<file path="config.mk">
export PLATFORM = sky130hd
export DESIGN_NAME = serial_sub
export DESIGN_NICKNAME = d
export VERILOG_FILES = /design/src/rtl/sub_pkg.sv /design/src/rtl/full_sub.sv /design/src/rtl/serial_sub.sv
export SDC_FILE = /design/constraint.sdc
export NUM_CORES = 1
export LEC_CHECK = 0
export CAP_MARGIN = 30
export CORE_UTILIZATION = 35
export CTS_CLUSTER_DIAMETER = 40
export DETAILED_ROUTE_END_ITERATION = 7
export HOLD_SLACK_MARGIN = 0.1
export SLEW_MARGIN = 20
export SYNTH_ARGS = -nofsm -noshare
export SYNTH_HDL_FRONTEND = slang
export SYNTH_SLANG_ARGS = --single-unit
</file>
<file path="constraint.sdc">
create_clock -name clk -period 2.81 [get_ports clk]
set_clock_uncertainty 0.05 [all_clocks]
set_input_delay 0.562 -clock clk [delete_from_list [all_inputs] [get_ports clk]]
set_output_delay 0.562 -clock clk [all_outputs]
set_load 0.01 [all_outputs]
</file>
<file path="src/rtl/sub_pkg.sv">
// sub_pkg: shared state encoding and default width for the serial subtractor.
//   Exports state_t (IDLE=0, RUN=1, DONE=2) and DEF_WIDTH (8).
package sub_pkg;
   localparam int DEF_WIDTH = 8;
   typedef enum logic [1:0] {IDLE = 2'd0, RUN = 2'd1, DONE = 2'd2} state_t;
endpackage

</file>
<file path="src/rtl/full_sub.sv">
// full_sub: one-bit full subtractor cell, complement of the full adder cell.
//   x, y  : minuend and subtrahend bits
//   bin   : borrow in
//   diff  : x - y - bin (mod 2)
//   bout  : borrow out
module full_sub (
   input  logic x,
   input  logic y,
   input  logic bin,
   output logic diff,
   output logic bout
);
   assign diff = x ^ y ^ bin;
   assign bout = (~x & y) | (~(x ^ y) & bin);
endmodule

</file>
<file path="src/rtl/serial_sub.sv">
// serial_sub: bit-serial subtractor, one bit per cycle LSB first, WIDTH+2 cycles per result.
//   clk, rst_n : clock, asynchronous active-low reset
//   start      : request, sampled only in IDLE; a, b captured on acceptance
//   busy       : high in RUN and DONE
//   done       : one-cycle pulse when d/bo are valid
//   d, bo      : difference (a - b) mod 2^WIDTH and final borrow (a < b unsigned)
//   ovf        : signed overflow, present only when SERIAL_SUB_OVF_EN is defined
module serial_sub
   import sub_pkg::*;
#(
   parameter int WIDTH = DEF_WIDTH
) (
   input  logic             clk,
   input  logic             rst_n,
   input  logic             start,
   input  logic [WIDTH-1:0] a,
   input  logic [WIDTH-1:0] b,
   output logic             busy,
   output logic             done,
   output logic [WIDTH-1:0] d,
   output logic             bo
`ifdef SERIAL_SUB_OVF_EN
   ,
   output logic             ovf
`endif
);
   localparam int CW = $clog2(WIDTH);
   state_t           state;
   logic [WIDTH-1:0] sa, sb;
   logic [CW-1:0]    cnt;
   logic             bor, diff, bout, last;
   assign last = cnt == CW'(WIDTH - 1);
   assign bo   = bor;
   full_sub u_cell (
      .x   (sa[0]),
      .y   (sb[0]),
      .bin (bor),
      .diff(diff),
      .bout(bout)
   );
   // d doubles as the result shift register: diff bits enter at the MSB so
   // the word is aligned after WIDTH shifts and then simply held.
   always_ff @(posedge clk or negedge rst_n) begin
      if (!rst_n) begin
         state <= IDLE;
         busy  <= 1'b0;
         done  <= 1'b0;
         d     <= '0;
         bor   <= 1'b0;
         cnt   <= '0;
         sa    <= '0;
         sb    <= '0;
`ifdef SERIAL_SUB_OVF_EN
         ovf   <= 1'b0;
`endif
      end else begin
         case (state)
            IDLE: if (start) begin
               sa    <= a;
               sb    <= b;
               bor   <= 1'b0;
               cnt   <= '0;
               busy  <= 1'b1;
               state <= RUN;
            end
            RUN: begin
               sa  <= sa >> 1;
               sb  <= sb >> 1;
               d   <= {diff, d[WIDTH-1:1]};
               bor <= bout;
               cnt <= cnt + CW'(1);
               if (last) begin
                  state <= DONE;
                  done  <= 1'b1;
`ifdef SERIAL_SUB_OVF_EN
                  // On the last bit sa[0]/sb[0] are the operand sign bits and diff is the result sign.
                  ovf   <= (sa[0] != sb[0]) && (diff != sa[0]);
`endif
               end
            end
            DONE: begin
               state <= IDLE;
               done  <= 1'b0;
               busy  <= 1'b0;
            end
            default: state <= IDLE;
         endcase
      end
   end
endmodule

</file>
==> results by group <==
Floorplan
  • Area of the die: 4310 um^2
  • Top-level port count: 30
  • Core box area: 3770 um^2
  • Standard-cell row count: 22
  • Die outline width: 65.6 um
  • Die Span Y: 65.6 um
  • Initial standard-cell utilization of the core: 37.6%

Logic synthesis
  • Cell taking the most area after synthesis: dfrtp_1
  • Fraction of synthesized cell area taken by the top area cell type: 56.5%
  • Sequential share of the synthesized area: 56.5%
  • Mean instance size in the synthesized netlist: 11.6 um^2
  • Summed instance area of the synthesized netlist: 1420 um^2
  • Syn Inst Count: 122
  • Distinct cells, synth: 23
  • Top area cells in the synthesized netlist: dfrtp_1, o22ai_1, a21oi_1
  • Syn nets: 144
  • #FFs+latches synth: 32
  • Syn. warnings: 0

Drt
  • Post-route DRC violation count: 0
  • Final antenna-violating net count: 0
  • Total number of vias: 1078
  • Routed len/inst: 14.8 um
  • 1st-pass router iterations: 4
  • Number of DRC markers after the initial detailed-route iteration: 40
  • Via-to-Cell Ratio: 5.42
  • Total wire length: 2950 um

Setup path
  • Sequence of cells on the critical path: clkdlybuf4s50_1
  • Critical Path Fanout Max: 3
  • Critical Path Source Type: flop
  • Crit-path slowest cell: clkdlybuf4s50_1
  • Arrival time at the worst endpoint: 1.24 ns
  • Data required time at the worst endpoint: 2.20 ns
  • Worst Path Buf+Inv: 1
  • Worst setup slack for register-to-register paths: 1.11 ns
  • Nature of the critical path endpoint: output port
  • Family of cells with the greatest summed delay on the critical path: buffers and inverters
  • Critical path type: reg -> out
  • Slowest Stage Delay on Critical Path: 0.55 ns

GRT
  • Overall fraction of global-route tracks in use: 15.0%
  • First-pass GRT wire length: 4730 um
  • Vias in the first global route: 1035
  • Total congestion overflow after global routing: 0
  • Initial antenna violation count: 0
  • Pin count of the biggest net entering global routing: 33

Layout
  • Area Growth Syn to Fin: 26.9%
  • Final #Nets: 172
  • Area occupied by multi-input gates: 531 um^2
  • # diodes: 0
  • Share of layout cells above drive strength 1: 10.6%
  • Commonest non-fill, non-tap cells in the layout: dfrtp_1, clkdlybuf4s50_1, o22ai_1
  • Design area: 1800 um^2
  • Final-layout fill cell count: 342
  • Count of non-filler cells in the finished layout: 199
  • Area taken by flip-flops and latches: 801 um^2
  • Most frequent standard cell in the layout excluding fill and tap cells: dfrtp_1

Flow run
  • Max-cap violations: 0

Clock tree
  • TritonCTS clock tree: yes
  • Number of buffers inserted by hold repair at cts: 0
  • Maximum count of clock buffers along a single path: 2
  • Cell chosen for the clock root: clkbuf_8
  • Number of buffers created by CTS: 5
  • CTS Sinks: 32
  • Post-CTS sizing: 0
  • Clock transition at the registers of the reported paths: 0.07 ns
  • Number of levels the H-tree was split into: 2
  • Later-pin clock latency in the skew report: 0.28 ns
  • Setup bufs post-CTS: 0

Timing
  • Final-report hold violation count: 0
  • Peak Freq: 0.541 GHz
  • Transition time at the pin with the least slew margin: 0.511 ns
  • Clock period minus final worst setup slack: 1.85 ns
  • Share of the clock period used by the worst path: 65.8%
  • Unrepaired setup endpoints after global routing: no
  • Count of final setup violators: 0
  • Worst slew slack as a fraction of its limit: 65.7%
  • Total negative slack for setup checks: 0 ns
  • Count of pins over their slew limit: 0

Place
  • Count of buffers from port buffering: 29
  • Placed Area: 1710 um^2
  • Placed Instances: 191
  • Weighted congestion at the end of routability-driven global placement: 0.797
  • Half-perimeter wire length after detailed placement: 1930 um

Outcome
  • Status: finished, final reports clean

Power
  • Leakage power figure: 0.737 nW
  • Worst VDD drop: 392 uV
  • Design Power: 1.95 mW
  • PD cells: 1090 nW/um^2

Hold path
  • Worst hold path class: reg -> reg
## through the flow
step           hold WS (ns)  util [%]  worst slack, ns
2_1_floorplan         0.216         -             1.37
3_3_place_gp          0.433      45.3            0.750
3_5_place_dp          0.446      45.3            0.706
4_1_cts               0.453      47.7            0.957
5_1_grt               0.489      47.7            0.839
6_report              0.456      47.7            0.961
## synth_stat cells (all sizes together)
library cell,instances
a21oi,18
a22o,3
and3,1
buf,9
clkbuf,1
clkinv,1
dfrtp,32
fa,1
ha,2
inv,2
mux2,7
nand2,4
nand2b,2
nor2,2
nor2b,1
o21ai,7
o21bai,1
o22ai,26
o2bb2ai,1
or4b,1
## sequential cells by signal (all words and copies together) (netlist names)
name   cells
d          8
sa         8
sb         8
cnt        3
state      2
bo         1
busy       1
done       1
## area by class of cell
| cell class | instances | area share [%] |
|---|---|---|
| flip-flops and latches | 32 | 44.5 |
| multi-input cells | 77 | 29.5 |
| repair buffers | 31 | 17.0 |
| clock buffers | 8 | 5.01 |
| well taps | 48 | 3.34 |
| inverters | 3 | 0.626 |
## final timing paths
| kind | start | end | cells past startpoint |
|---|---|---|---|
| hold / removal | cnt[0]$_DFFE_PN0P_ | cnt[0]$_DFFE_PN0P_ | 1 |
| hold reg to reg | cnt[0]$_DFFE_PN0P_ | cnt[0]$_DFFE_PN0P_ | 1 |
| setup / recovery | bo$_DFFE_PN0P_ | bo | 1 |
| min in group asynchronous | rst_n | cnt[1]$_DFFE_PN0P_ | 2 |
| max in group asynchronous | rst_n | sb[1]$_DFFE_PN0P_ | 2 |
| setup reg to reg | state[0]$_DFFE_PN0P_ | bo$_DFFE_PN0P_ | 3 |
## cell families after synthesis
kind of cell / after synthesis / synth area share (%)
compound gates: 56 / 23.3
flops: 32 / 56.5
buf+inv: 13 / 6.01
simple gates: 11 / 4.59
mux: 7 / 6.36
fa+ha+maj: 3 / 3.18
## layer usage
metal,vias to the layer above,GRT usage [%],part of all wire [%]
li1,514,-,-
met1,518,18.6,46
met2,39,23.7,46
met3,7,4.51,5.9
met4,0,7.34,2.1
met5,-,0,0
## report_power, final
group | total [mW] | leakage, nW | internal [mW] | switching, mW
Combinational | 0.750 | 0.313 | 0.415 | 0.335
Sequential | 0.842 | 0.378 | 0.673 | 0.169
Clock | 0.362 | 0.0455 | 0.200 | 0.163
Total | 1.95 | 0.737 | 1.29 | 0.666
Power figures use the tool's default switching activity.
